## src/rtl/mux16_rr_arbiter_pkg.sv

```systemverilog
// Shared encodings for the two-requester round-robin packet arbiter.
// State codes, source ids and the beat-counter sizing helper live here.
package mux16_rr_arbiter_pkg;

  typedef logic [1:0] state_t;

  localparam state_t IDLE    = 2'd0;
  localparam state_t GRANT_A = 2'd1;
  localparam state_t GRANT_B = 2'd2;

  localparam logic SRC_A = 1'b0;
  localparam logic SRC_B = 1'b1;

  // Counter must hold values 0..MAX_BEATS-1 with headroom for the cap compare.
  function automatic int cnt_width(input int max_beats);
    return $clog2(max_beats + 1);
  endfunction

endpackage

```

## src/rtl/mux16_rr_arbiter_rr_grant2.sv

```systemverilog
// Two-way round-robin grant: one-hot result, prio breaks ties.
// Purely combinational; only consulted while the arbiter is idle.
module rr_grant2
  import mux16_rr_arbiter_pkg::*;
(
  input  logic       req_a,
  input  logic       req_b,
  input  logic       prio,
  output logic [1:0] grant
);

  assign grant[0] = req_a & (~req_b | (prio == SRC_A));
  assign grant[1] = req_b & (~req_a | (prio == SRC_B));

endmodule

```

## src/rtl/mux16_rr_arbiter.sv

```systemverilog
// Round-robin, packet-locked arbiter sharing one registered output stage
// between requesters A and B; a grant ends on last or at the beat cap.
module mux16_rr_arbiter
  import mux16_rr_arbiter_pkg::*;
#(
  parameter int WIDTH     = 16,
  parameter int MAX_BEATS = 16
) (
  input  logic             clk,
  input  logic             reset,
  input  logic             a_valid,
  input  logic [WIDTH-1:0] a_data,
  input  logic             a_last,
  output logic             a_ready,
  input  logic             b_valid,
  input  logic [WIDTH-1:0] b_data,
  input  logic             b_last,
  output logic             b_ready,
  output logic             out_valid,
  output logic [WIDTH-1:0] out_data,
  output logic             out_last,
  output logic             out_src,
  input  logic             out_ready,
  output logic             sel
);

  localparam int CW = cnt_width(MAX_BEATS);
  localparam logic [CW-1:0] CAP_LAST = CW'(MAX_BEATS - 1);

  state_t          state_reg, state_next;
  logic            prio_reg, prio_next;
  logic            sel_reg, sel_next;
  logic [CW-1:0]   beat_cnt_reg, beat_cnt_next;

  logic             out_valid_reg;
  logic [WIDTH-1:0] out_data_reg;
  logic             out_last_reg;
  logic             out_src_reg;

  logic             load_en;
  logic             accept;
  logic             cur_last;
  logic             beat_last;
  logic [WIDTH-1:0] mux_data;
  logic [1:0]       grant;

  rr_grant2 u_grant (
    .req_a (a_valid),
    .req_b (b_valid),
    .prio  (prio_reg),
    .grant (grant)
  );

  // Control state register.
  always_ff @(posedge clk or posedge reset) begin
    if (reset) begin
      state_reg    <= IDLE;
      prio_reg     <= SRC_A;
      sel_reg      <= SRC_A;
      beat_cnt_reg <= '0;
    end else begin
      state_reg    <= state_next;
      prio_reg     <= prio_next;
      sel_reg      <= sel_next;
      beat_cnt_reg <= beat_cnt_next;
    end
  end

  // Next-state: sel follows the owner chosen on leaving IDLE and holds otherwise.
  always_comb begin
    state_next    = state_reg;
    prio_next     = prio_reg;
    sel_next      = sel_reg;
    beat_cnt_next = beat_cnt_reg;
    case (state_reg)
      IDLE: begin
        if (grant[0]) begin
          state_next = GRANT_A;
          sel_next   = SRC_A;
        end else if (grant[1]) begin
          state_next = GRANT_B;
          sel_next   = SRC_B;
        end
      end
      GRANT_A, GRANT_B: begin
        if (accept) begin
          if (beat_last) begin
            state_next    = IDLE;
            prio_next     = (state_reg == GRANT_A) ? SRC_B : SRC_A;
            beat_cnt_next = '0;
          end else begin
            beat_cnt_next = beat_cnt_reg + CW'(1);
          end
        end
      end
      default: state_next = IDLE;
    endcase
  end

  // Outputs and datapath select.
  always_comb begin
    load_en   = ~out_valid_reg | out_ready;
    a_ready   = (state_reg == GRANT_A) & load_en;
    b_ready   = (state_reg == GRANT_B) & load_en;
    accept    = (a_valid & a_ready) | (b_valid & b_ready);
    mux_data  = sel_reg ? b_data : a_data;
    cur_last  = sel_reg ? b_last : a_last;
    beat_last = cur_last | (beat_cnt_reg == CAP_LAST);
  end

  // Single output stage: a new beat may replace a draining one in the same cycle.
  always_ff @(posedge clk or posedge reset) begin
    if (reset) begin
      out_valid_reg <= 1'b0;
      out_data_reg  <= '0;
      out_last_reg  <= 1'b0;
      out_src_reg   <= SRC_A;
    end else if (accept) begin
      out_valid_reg <= 1'b1;
      out_data_reg  <= mux_data;
      out_last_reg  <= beat_last;
      out_src_reg   <= sel_reg;
    end else if (out_ready) begin
      out_valid_reg <= 1'b0;
    end
  end

  assign out_valid = out_valid_reg;
  assign out_data  = out_data_reg;
  assign out_last  = out_last_reg;
  assign out_src   = out_src_reg;
  assign sel       = sel_reg;

endmodule

```

## config.mk

```make
export PLATFORM = sky130hd
export DESIGN_NAME = mux16_rr_arbiter
export DESIGN_NICKNAME = d
export VERILOG_FILES = /design/src/rtl/mux16_rr_arbiter_pkg.sv /design/src/rtl/mux16_rr_arbiter_rr_grant2.sv /design/src/rtl/mux16_rr_arbiter.sv
export SDC_FILE = /design/constraint.sdc
export NUM_CORES = 1
export LEC_CHECK = 0
export BUFFER_PORTS_ARGS = -buffer_cell sky130_fd_sc_hd__buf_2
export CAP_MARGIN = 10
export CORE_ASPECT_RATIO = 2
export CORE_UTILIZATION = 45
export CTS_CLUSTER_SIZE = 10
export DETAILED_ROUTE_END_ITERATION = 6
export PLACE_DENSITY = 0.75
export SETUP_SLACK_MARGIN = 0.4
export SLEW_MARGIN = 15
export SYNTH_ARGS = -nofsm -noshare
export SYNTH_HDL_FRONTEND = slang
export SYNTH_SLANG_ARGS = --single-unit
```

## constraint.sdc

```tcl
create_clock -name clk -period 2.25 [get_ports clk]
set_input_delay 0.3375 -clock clk [delete_from_list [all_inputs] [get_ports clk]]
set_output_delay 0.3375 -clock clk [all_outputs]
set_load 0.05 [all_outputs]
```

==> summary.txt, run 1 <==
Run status
  – Outcome: completed

Routing
  – Vias: 1186
  – DRC violations left: 0
  – DRT Pass-1 Iters: 4
  – Post-route ant nets: 0
  – Detailed Route WL: 3120 um
  – Avg Vias per Cell: 5.20
  – DR iter-0 viols: 19
  – DR WL/cell: 13.7 um

Die
  – Initial Util: 0.473
  – Die height: 80.7 um
  – Core Rows: 28
  – Placeable Area: 0.00294 sq mm
  – Die X: 41.3 um
  – Io pins: 61
  – Full die area: 0.00333 sq mm

Critical path
  – R2r startpoint: beat_cnt_reg[0]$_DFFE_PP0P_
  – Required @ worst endpoint: 2.41 ns
  – Worst setup path start: beat_cnt_reg[0]$_DFFE_PP0P_
  – Setup crit end kind: flip-flop
  – Crit path max fanout: 4
  – Arrival time at the worst endpoint: 1.90 ns
  – CP startpoint kind: flip-flop
  – Worst setup path category: flip-flop to flip-flop

Placed design
  – GPL Wtd Cong: 0.712
  – Port buffer count: 60
  – Dpl hpwl: 2390 um

Synth
  – Compound-cell area share of the yosys netlist: 0.135
  – Post-synthesis cell area: 0.00139 sq mm
  – Synthesized Nets: 179
  – Adder-cell share of the synthesized area: 0.0449
  – Number of unique standard cell types used by synthesis: 27
  – Yosys Warn Count: 0
  – Syn Area/Cell: 10.3 sq um
  – Largest family of logic cells by synthesized area: simple AND/OR/NAND/NOR gates
  – Post-synthesis mux area share: 0.134
  – Xor/xnor cell area share of the yosys netlist: 0
  – Synth Instances: 135
  – Yosys reg bits: 28
  – Area share of and/or/nand/nor cells after synthesis: 0.148
  – Sequential area share after synthesis: 0.503

Cells and area
  – # diodes: 0
  – # fillers: 263
  – Final core utilization: 0.614
  – Largest register FFs: 16
  – Area growth, synth to finish: 29.7%
  – Nets@finish: 243
  – Share of post-route cells with drive strength above 1: 0.379

Timing
  – Unrepaired setup endpoints after global routing: no
  – Fmax: 576 MHz
  – Clock skew: 0.00261 ns
  – Hold Vio Cnt, Final: 0
  – Slew @ Worst Pin: 0.349 ns
  – Final Critical Period: 1.74 ns
  – Rel. slew slack: 0.765
  – Period utilisation layout: 0.772
  – Max Slew Vio Count: 0
  – Setup TNS: 0 ns
  – Final setup fails: 0

Power
  – Leakage: 0.973 nW
  – Tot Pwr: 2.91 mW
  – VDD IR max: 0.946 mV
  – Power Dens Cells: 1610 mW/mm^2

Clock tree
  – Worst-case clock buffer depth: 2
  – Post-CTS Setup Inserts: 0
  – Skew-Pair Late Insertion Delay: 0.27 ns
  – Clock sink count: 28
  – Clk slew on worst S/H paths: 0.10 ns
  – H-tree level count: 1
  – Root cell of the clock tree: clkbuf_8
  – CTS tree: built
  – CTS buffer count: 3

Run
  – MaxCap Viol Count: 0

Global route
  – Pin count of the biggest net entering global routing: 29
  – Vias in the first global route: 1239
  – GRT Util Overall: 0.221
  – First-pass GRT wire length: 5110 um
  – Gr ovfl total: 0
  – Initial antenna violation count: 0

Hold path
  – Worst Hold Class: input pin to async pin
## power breakdown
part / total, mW / internal, mW / leakage, nW / switching [mW]
registers: 0.845 / 0.720 / 0.356 / 0.125
clock network: 0.397 / 0.238 / 0.0357 / 0.159
logic: 1.67 / 0.485 / 0.581 / 1.18
## cell usage after synthesis, drive strengths merged
library cell  number  share of area
nor3b              1         0.0054
o2bb2ai            2          0.013
and2               3          0.013
o31ai              1         0.0054
nand3              3          0.014
o21ai             20          0.072
nor2               4          0.016
mux2i             16           0.12
a21oi              1         0.0036
o211ai             1         0.0090
clkbuf             1         0.0027
dfrtp             28           0.50
inv                5          0.013
mux2               2          0.019
nand2b             2         0.0090
a22o               1         0.0063
buf                4          0.019
nand2             30          0.081
o311ai             1         0.0063
a2bb2oi            1          0.011
ha                 5          0.045
and3               2         0.0090
a22oi              1         0.0090
## cell type report
| cell class | instances | area, sq um | area share |
|---|---|---|---|
| Sequential cell | 28 | 701 | 0.388 |
| Tap cell | 30 | 37.5 | 0.0208 |
| Clock buffer | 3 | 41.3 | 0.0229 |
| Timing Repair Buffer | 64 | 330 | 0.183 |
| Multi-Input combinational cell | 97 | 648 | 0.359 |
| Clock inverter | 1 | 30.0 | 0.0166 |
| Inverter | 5 | 18.8 | 0.0104 |
## placed cells by master, fill, tap and decap left out, types with 2 or more instances in the layout
cell       instances
o2bb2ai_1          2
buf_4              4
nand3_2            2
inv_1              5
and2_1             3
dfrtp_1           28
nand2_1           30
clkbuf_8           3
nand2b_1           2
and3_1             2
nor2_1             3
ha_1               5
buf_2             60
mux2i_1           16
o21ai_0           20
## metal layers
metal | GRT usage | routed length (um) | up-vias
met4 | 0.0903 | 44 | 0
met2 | 0.381 | 1790 | 55
met5 | 0 | 0 | -
li1 | - | - | 585
met3 | 0.0331 | 137 | 4
met1 | 0.249 | 1140 | 542
## cell families after synthesis
| kind of cell | Yosys count |
|---|---|
| simple gates | 45 |
| fa+ha+maj | 5 |
| buf+inv | 10 |
| compound gates | 29 |
| mux | 18 |
| flops | 28 |
## worst paths after layout
path / end / slack [ns] / cells past startpoint
setup / recovery: state_reg[0]$_DFFE_PP0P_ / 0.51 / 6
min in group clk: out_data[12]$_DFFE_PP0P_ / 0.35 / 3
hold / removal: out_data[2]$_DFFE_PP0P_ / 0.11 / 3
max in group asynchronous: state_reg[0]$_DFFE_PP0P_ / 1.88 / 3
setup reg to reg: state_reg[0]$_DFFE_PP0P_ / 0.51 / 6
hold reg to reg: out_src$_DFFE_PP0P_ / 0.48 / 2
## timing repair
item	CTS	global route
resized for setup	0	1
setup endpoints to repair	0	1
hold buffers	0	0
## worst max-delay path, cell delays in order, from the launching register on
cell and delay (ns):
dfrtp_1 0.41, ha_1 0.24, and3_1 0.19, ha_1 0.26
o211ai_2 0.24, nand2_1 0.13, o2bb2ai_1 0.15
## per-stage QoR
step                      worst slack (ns)  cell area (sq um)  hold WS (ns)  cells
after detailed placement             0.549               1730         0.421    224
final                                0.513               1810         0.105    228
after global placement               0.595               1730         0.416    224
after floorplan                      0.511               1390         0.403    135
after global routing                 0.418               1810         0.134    228
after CTS                            0.518               1800         0.117    228
Power figures use the tool's default switching activity.
==> run 2, diff against run 1 <==
Settings changed: CORE_UTILIZATION 45 to 42, PLACE_DENSITY 0.75 to 0.73.
Clock period 2.25 ns to 1.45 ns, I/O delays scaled along.
==> run 2 against run 1 <==
Net effect:
- worst hold slack gained 0.10 ns
- critical path type is now flip-flop to primary output
- die area is 6.9% higher
- critical path depth is 1 lower
- flip-flop and latch count did not move
- the flow now finishes with violations (setup timing)
- via count grew 20%
- combinational power is 150% higher
- final cell count up 11%
- register-to-register slack worse by 0.63 ns
- critical endpoint is now b_ready
- highest routed layer unchanged
==> summary.txt, run 2 (synthesized netlist as in run 1, its figures left out) <==
Global route
  – Pin count of the biggest net entering global routing: 19 (was 29)
  – Initial antenna violation count: 0 (unchanged)
  – Gr ovfl total: 0 (unchanged)
  – GRT Util Overall: 0.240 (was 0.221)
  – Vias in the first global route: 1464 (was 1239)
  – First-pass GRT wire length: 6470 um (was 5110 um)

Power
  – Sw frac: 0.466 (was 0.504)
  – Leakage: 1.21 nW (was 0.973 nW)
  – Combinational power share: 0.683 (was 0.573)
  – Clock Power Share: 0.084 (was 0.136)
  – VDD IR max: 1.93 mV (was 0.946 mV)
  – Sequential share of power: 0.233 (was 0.290)
  – Power Dens Cells: 2500 mW/mm^2 (was 1610 mW/mm^2)
  – P_int: 3.23 mW (was 1.44 mW)
  – P_sw: 2.82 mW (was 1.47 mW)

Die
  – Io pins: 61 (unchanged)
  – Placeable Area: 0.00316 sq mm (was 0.00294 sq mm)
  – Initial Util: 0.441 (was 0.473)
  – Die height: 83.4 um (was 80.7 um)
  – Core Rows: 29 (was 28)
  – Full die area: 0.00356 sq mm (was 0.00333 sq mm)
  – Die X: 42.7 um (was 41.3 um)

Clock tree
  – CTS buffer count: 3 (unchanged)
  – Root cell of the clock tree: clkbuf_8 (unchanged)
  – Clock sink count: 28 (unchanged)
  – Worst-case clock buffer depth: 2 (unchanged)
  – H-tree level count: 1 (unchanged)
  – Skew-Pair Late Insertion Delay: 0.29 ns (was 0.27 ns)
  – CTS tree: built (unchanged)
  – Clk slew on worst S/H paths: 0.10 ns (about the same)

Timing
  – Hold Vio Cnt, Final: 0 (unchanged)
  – Slew @ Worst Pin: 0.488 ns (was 0.349 ns)
  – Unrepaired setup endpoints after global routing: yes (was no)
  – Period utilisation layout: 1.09
  – Clock skew: 0.00781 ns (was 0.00261 ns)
  – Final Critical Period: 1.59 ns
  – Worst hold margin: 0.206 ns (was 0.105 ns)
  – Rel. slew slack: 0.674 (was 0.765)
  – Final setup fails: 29 (was 0)
  – Max Slew Vio Count: 0 (unchanged)
  – Setup WS post-layout: -0.135 ns (was 0.513 ns)
  – Fmax: 631 MHz

Cells and area
  – Final non-filler cell area: 0.00242 sq mm (was 0.00181 sq mm)
  – Most frequent cells in the layout: buf_2 (38), nand2_1 (28), dfrtp_1 (26) (was buf_2 (60), nand2_1 (30), dfrtp_1 (28))
  – # diodes: 0 (unchanged)
  – Register area: 703 sq um (was 701 sq um)
  – Nets@finish: 268 (was 243)
  – Multi-input gate area: 800 sq um (was 648 sq um)
  – Most common cell after layout, fill and taps aside: buf_2 (unchanged)
  – # fillers: 211 (was 263)
  – Share of post-route cells with drive strength above 1: 0.552 (was 0.379)
  – Area growth, synth to finish: 74.0% (was 29.7%)
  – Largest register FFs: 16 (unchanged)

Routing
  – DRT Pass-1 Iters: 6 (was 4)
  – Vias: 1428 (was 1186)
  – Post-route ant nets: 0 (unchanged)
  – Avg Vias per Cell: 5.62 (was 5.20)
  – DR iter-0 viols: 28 (was 19)
  – Detailed Route WL: 4610 um (was 3120 um)
  – DR WL/cell: 18.2 um (was 13.7 um)
  – DRC violations left: 0 (unchanged)

Critical path
  – Crit path max fanout: 3 (was 4)
  – Critical path cell sequence: inv_2 > ha_2 > buf_4 > and2_4 > buf_8 (was ha_1 > and3_1 > ha_1 > o211ai_2 > nand2_1 > o2bb2ai_1)
  – CP startpoint kind: flip-flop (unchanged)
  – Crit path max-delay cell type: dfrtp_1 (unchanged)
  – Required @ worst endpoint: 1.23 ns (was 2.41 ns)
  – Worst setup path category: flip-flop to primary output (was flip-flop to flip-flop)
  – Arrival time at the worst endpoint: 1.37 ns (was 1.90 ns)
  – Setup crit end kind: primary output (was flip-flop)
  – Max incr delay on CP: 0.40 ns (was 0.41 ns)

Run status
  – Failing checks: setup timing
  – Outcome: finished, violations left (was completed)

Hold path
  – Worst Hold Class: input pin to flip-flop (was input pin to async pin)

Placed design
  – Dpl hpwl: 2400 um (was 2390 um)
  – Port buffer count: 60 (unchanged)
  – Placed inst area: 0.00185 sq mm (was 0.00173 sq mm)
  – GPL Wtd Cong: 0.765 (was 0.712)

Run
  – MaxCap Viol Count: 0 (unchanged)
-- run 2: cell count changes in the layout (fill, tap and decap cells not counted), sizes merged --
cell,before,now
buf,64,85
bufinv,1,0
clkbuf,3,7
dlygate4sd3,0,1
-- run 2: stage by stage --
stage | util | TNS, ns | total power, mW | instances | worst slack (ns)
detailed placement | 0.587 | -2.70 | 4.18 | 235 | -0.169
CTS | 0.726 | -1.12 | 5.63 | 248 | -0.118
global placement | 0.587 | -0.840 | 4.10 | 235 | -0.0904
floorplan | - | -0.516 | 3.45 | 135 | -0.143
global route | 0.768 | -3.95 | 6.30 | 254 | -0.183
finish | 0.768 | -2.35 | 6.05 | 254 | -0.135
-- run 2: what timing repair did --
action / in CTS / in global routing
setup endpoints to repair: 50 / 50
gates cloned: 2 / 3
resized for setup: 75 / 13
pin swaps: 12 / 2
hold buffers: 1 / 0
buffers inserted: 6 / 3
hold endpoints to repair: 10 / 0
-- run 2: final timing paths --
check                                           to  depth (start not counted)                      from  slack (ns)
setup / recovery                           b_ready                          5  state_reg[0]$_DFFE_PP0P_       -0.14
hold / removal             out_data[3]$_DFFE_PP0P_                          3                 a_data[3]        0.21
setup reg to reg           out_data[2]$_DFFE_PP0P_                          8  state_reg[0]$_DFFE_PP0P_       -0.12
hold reg to reg               prio_reg$_DFFE_PP0P_                          1      prio_reg$_DFFE_PP0P_        0.52
max in group asynchronous          sel$_DFFE_PP0P_                          4                     reset        0.50
min in group asynchronous  out_data[6]$_DFFE_PP0P_                          3                     reset        0.49
-- run 2: power groups by stage --
stage	Combinational (mW)	Clock [mW]	Sequential, mW
after floorplan	1.22	0	2.23
after global placement	2.78	0	1.31
after detailed placement	2.87	0	1.31
after CTS	3.76	0.491	1.38
after global routing	4.31	0.543	1.44
final	4.13	0.507	1.41
-- run 2: critical path: cells and delay by family (launching register included) --
family / cells / cell delay [ns]
fa+ha+maj: 1 / 0.20
simple gates: 1 / 0.15
buf+inv: 3 / 0.33
flops: 1 / 0.40
-- run 2: layout make-up --
class,count,area share
Clock buffer,4,0.0227
Multi-Input combinational cell,97,0.330
Inverter,5,0.00774
Sequential cell,28,0.290
Timing Repair Buffer,89,0.334
Tap cell,31,0.0160
-- run 2: layer usage --
layer,share of wire,track usage
met5,0,0
met4,0.018,0.131
met3,0.031,0.0304
met2,0.58,0.433
met1,0.37,0.255
==> run 3, diff against run 2 <==
Settings changed: CORE_ASPECT_RATIO 2 to not set, CORE_UTILIZATION 42 to 45, PLACE_DENSITY 0.73 to 0.75.
Clock period 1.45 ns to 1.9 ns, I/O delays scaled along.
==> run 3 against run 2 <==
Net effect:
- the run ends with DRC, hold timing left
- cell area decreased by 20%
- via count shrank 16%
- power shrank 42%
- clock skew shrank 0.0024 ns
- count of clock-buffer cells in the layout did not move
- non-clock buffer count shrank 19
- worst setup slack gained 0.43 ns
- sequential power shrank 28%
- critical path depth is the same
- final cell count decreased by 7.5%
- wire length shrank 33%
- critical path type is now flip-flop to flip-flop
- largest power group unchanged
==> summary.txt, run 3 (synthesized netlist as in run 1, its figures left out) <==
Placed design
  – Placed cells: 225 (was 235)
  – Dpl hpwl: 2210 um (was 2400 um)
  – GPL Wtd Cong: 0.858 (was 0.765)
  – Placed inst area: 0.00174 sq mm (was 0.00185 sq mm)
  – Port buffer count: 60 (unchanged)

Hold path
  – Worst Hold Class: input pin to async pin (was input pin to flip-flop)

Die
  – Full die area: 0.00332 sq mm (was 0.00356 sq mm)
  – Placeable Area: 0.00285 sq mm (was 0.00316 sq mm)
  – Die X: 57.6 um (was 42.7 um)
  – Core Rows: 19 (was 29)
  – Io pins: 61 (unchanged)
  – Die height: 57.6 um (was 83.4 um)
  – Initial Util: 0.488 (was 0.441)

Routing
  – Vias: 1201 (was 1428)
  – Met3 WL post-DR: 187 um (was 141 um)
  – Wl on met1: 1350 um (was 1730 um)
  – DRT Pass-1 Iters: 6 (unchanged)
  – Post-route ant nets: 0 (unchanged)
  – Avg Vias per Cell: 5.11 (was 5.62)
  – DR WL/cell: 13.1 um (was 18.2 um)
  – DR iter-0 viols: 24 (was 28)
  – Detailed Route WL: 3080 um (was 4610 um)
  – Highest metal used: met4 (unchanged)
  – Met2 wire len: 1500 um (was 2660 um)
  – DRC violations left: 3 (was 0)

Critical path
  – Arrival time at the worst endpoint: 1.83 ns (was 1.37 ns)
  – CP startpoint kind: flip-flop (unchanged)
  – Crit path max-delay cell type: dfrtp_1 (unchanged)
  – Setup crit end kind: flip-flop (was primary output)
  – Worst setup path category: flip-flop to flip-flop (was flip-flop to primary output)
  – Max incr delay on CP: 0.44 ns (was 0.40 ns)
  – Crit path max fanout: 5 (was 3)
  – Buffers & Inverters on Critical Path: 1 (was 3)
  – Critical path cell sequence: inv_2 > ha_2 > nand3_2 > nor2_1 > mux2_1 (was inv_2 > ha_2 > buf_4 > and2_4 > buf_8)
  – CP top delay family: flip-flops (unchanged)
  – Required @ worst endpoint: 2.12 ns (was 1.23 ns)

Power
  – Clock Power Share: 0.080 (was 0.084)
  – Sw frac: 0.508 (was 0.466)
  – Leakage: 1.01 nW (was 1.21 nW)
  – VDD IR max: 1.05 mV (was 1.93 mV)
  – P_sw: 1.79 mW (was 2.82 mW)
  – P_int: 1.74 mW (was 3.23 mW)
  – Combinational power share: 0.634 (was 0.683)
  – Sequential share of power: 0.286 (was 0.233)
  – Tot Pwr: 3.53 mW (was 6.05 mW)
  – Power Dens Cells: 1830 mW/mm^2 (was 2500 mW/mm^2)

Timing
  – Final setup fails: 0 (was 29)
  – Setup TNS: 0 ns (was -2.35 ns)
  – Slew @ Worst Pin: 0.337 ns (was 0.488 ns)
  – Max Slew Vio Count: 0 (unchanged)
  – Period utilisation layout: 0.844
  – Rel. slew slack: 0.775 (was 0.674)
  – Hold Vio Cnt, Final: 15 (was 0)
  – Worst hold margin: -0.00886 ns (was 0.206 ns)
  – Unrepaired setup endpoints after global routing: yes (unchanged)
  – Fmax: 624 MHz
  – Clock skew: 0.00540 ns (was 0.00781 ns)
  – Final Critical Period: 1.60 ns

Run status
  – Failing checks: DRC, hold timing (was setup timing)
  – Outcome: finished, violations left (unchanged)

Cells and area
  – Nets@finish: 249 (was 268)
  – # diodes: 0 (unchanged)
  – Post-Layout Cell Count: 235 (was 254)
  – Most common cell after layout, fill and taps aside: buf_2 (unchanged)
  – Share of post-route cells with drive strength above 1: 0.471 (was 0.552)
  – Most frequent cells in the layout: buf_2 (57), nand2_1 (30), dfrtp_1 (27) (was buf_2 (38), nand2_1 (28), dfrtp_1 (26))
  – # fillers: 218 (was 211)
  – Area growth, synth to finish: 38.6% (was 74.0%)
  – Final core utilization: 0.677 (was 0.768)
  – Largest register FFs: 16 (unchanged)
  – Final non-filler cell area: 0.00193 sq mm (was 0.00242 sq mm)

Global route
  – First-pass GRT wire length: 5030 um (was 6470 um)
  – Gr ovfl total: 0 (unchanged)
  – GRT Util Overall: 0.197 (was 0.240)
  – Initial antenna violation count: 0 (unchanged)
  – Vias in the first global route: 1200 (was 1464)
  – Pin count of the biggest net entering global routing: 29 (was 19)

Clock tree
  – Worst-case clock buffer depth: 2 (unchanged)
  – CTS buffer count: 3 (unchanged)
  – Clock sink count: 28 (unchanged)
  – Root cell of the clock tree: clkbuf_4 (was clkbuf_8)
  – CTS Hold Bufs: 0 (was 1)
  – H-tree level count: 1 (unchanged)
  – Skew-Pair Late Insertion Delay: 0.32 ns (was 0.29 ns)
  – Clk slew on worst S/H paths: 0.15 ns (was 0.10 ns)
  – CTS tree: built (unchanged)

Run
  – MaxCap Viol Count: 0 (unchanged)
-- run 3: cell types whose count changed in the layout (fill, tap and decap cells not counted), sizes merged --
| cell | delta |
|---|---|
| buf | -16 |
| clkbuf | -2 |
| dlygate4sd3 | -1 |
-- run 3: stage by stage --
step	hold WS, ns	setup WS (ns)
after floorplan	0.350	0.301
after global placement	0.360	0.311
after detailed placement	0.371	0.237
after CTS	0.000360	0.310
after global routing	0.00706	0.235
final	-0.00886	0.297
-- run 3: repair_timing --
action | CTS | global route
cloned | 0 | 1
pin swaps | 4 | 0
setup buffers | 5 | 0
gates resized for setup | 25 | 9
setup endpoints to repair | 19 | 30
-- run 3: area by class of cell --
class / count / area (sq um) / area share
sequential: 28 / 702 / 0.364
timing repair buffer: 70 / 417 / 0.216
clock buffer: 4 / 36.3 / 0.0188
tap: 31 / 38.8 / 0.0201
inverter: 5 / 18.8 / 0.00972
multi-input combinational: 97 / 718 / 0.372
-- run 3: path summary, 6_finish.rpt --
path	slack, ns	end	start	cells after the start
max	0.30	prio_reg$_DFFE_PP0P_	state_reg[1]$_DFFE_PP0P_	5
min	-0.009	out_data[2]$_DFFE_PP0P_	reset	3
max reg2reg	0.30	prio_reg$_DFFE_PP0P_	state_reg[1]$_DFFE_PP0P_	5
min reg2reg	0.49	beat_cnt_reg[3]$_DFFE_PP0P_	beat_cnt_reg[3]$_DFFE_PP0P_	1
max in group asynchronous	1.63	sel$_DFFE_PP0P_	reset	3
min in group clk	0.24	out_data[11]$_DFFE_PP0P_	b_data[11]	3
-- run 3: tightest hold or removal path, delay by kind of cell --
kind | cells | cell delay (ns)
buf+inv | 3 | 0.45
-- run 3: routing by layer --
layer  vias up  track usage
met5         -            0
li1        603            -
met1       541        0.240
met2        53        0.350
met3         4       0.0290
met4         0       0.0767
-- run 3: power by group through the flow --
stage	sequential, mW	clock, mW	combinational, mW
finish	1.01	0.284	2.23
global route	1.04	0.314	2.41
CTS	1.01	0.292	2.17
detailed placement	1.00	0	1.97
global placement	1.00	0	1.91
floorplan	1.69	0	0.847
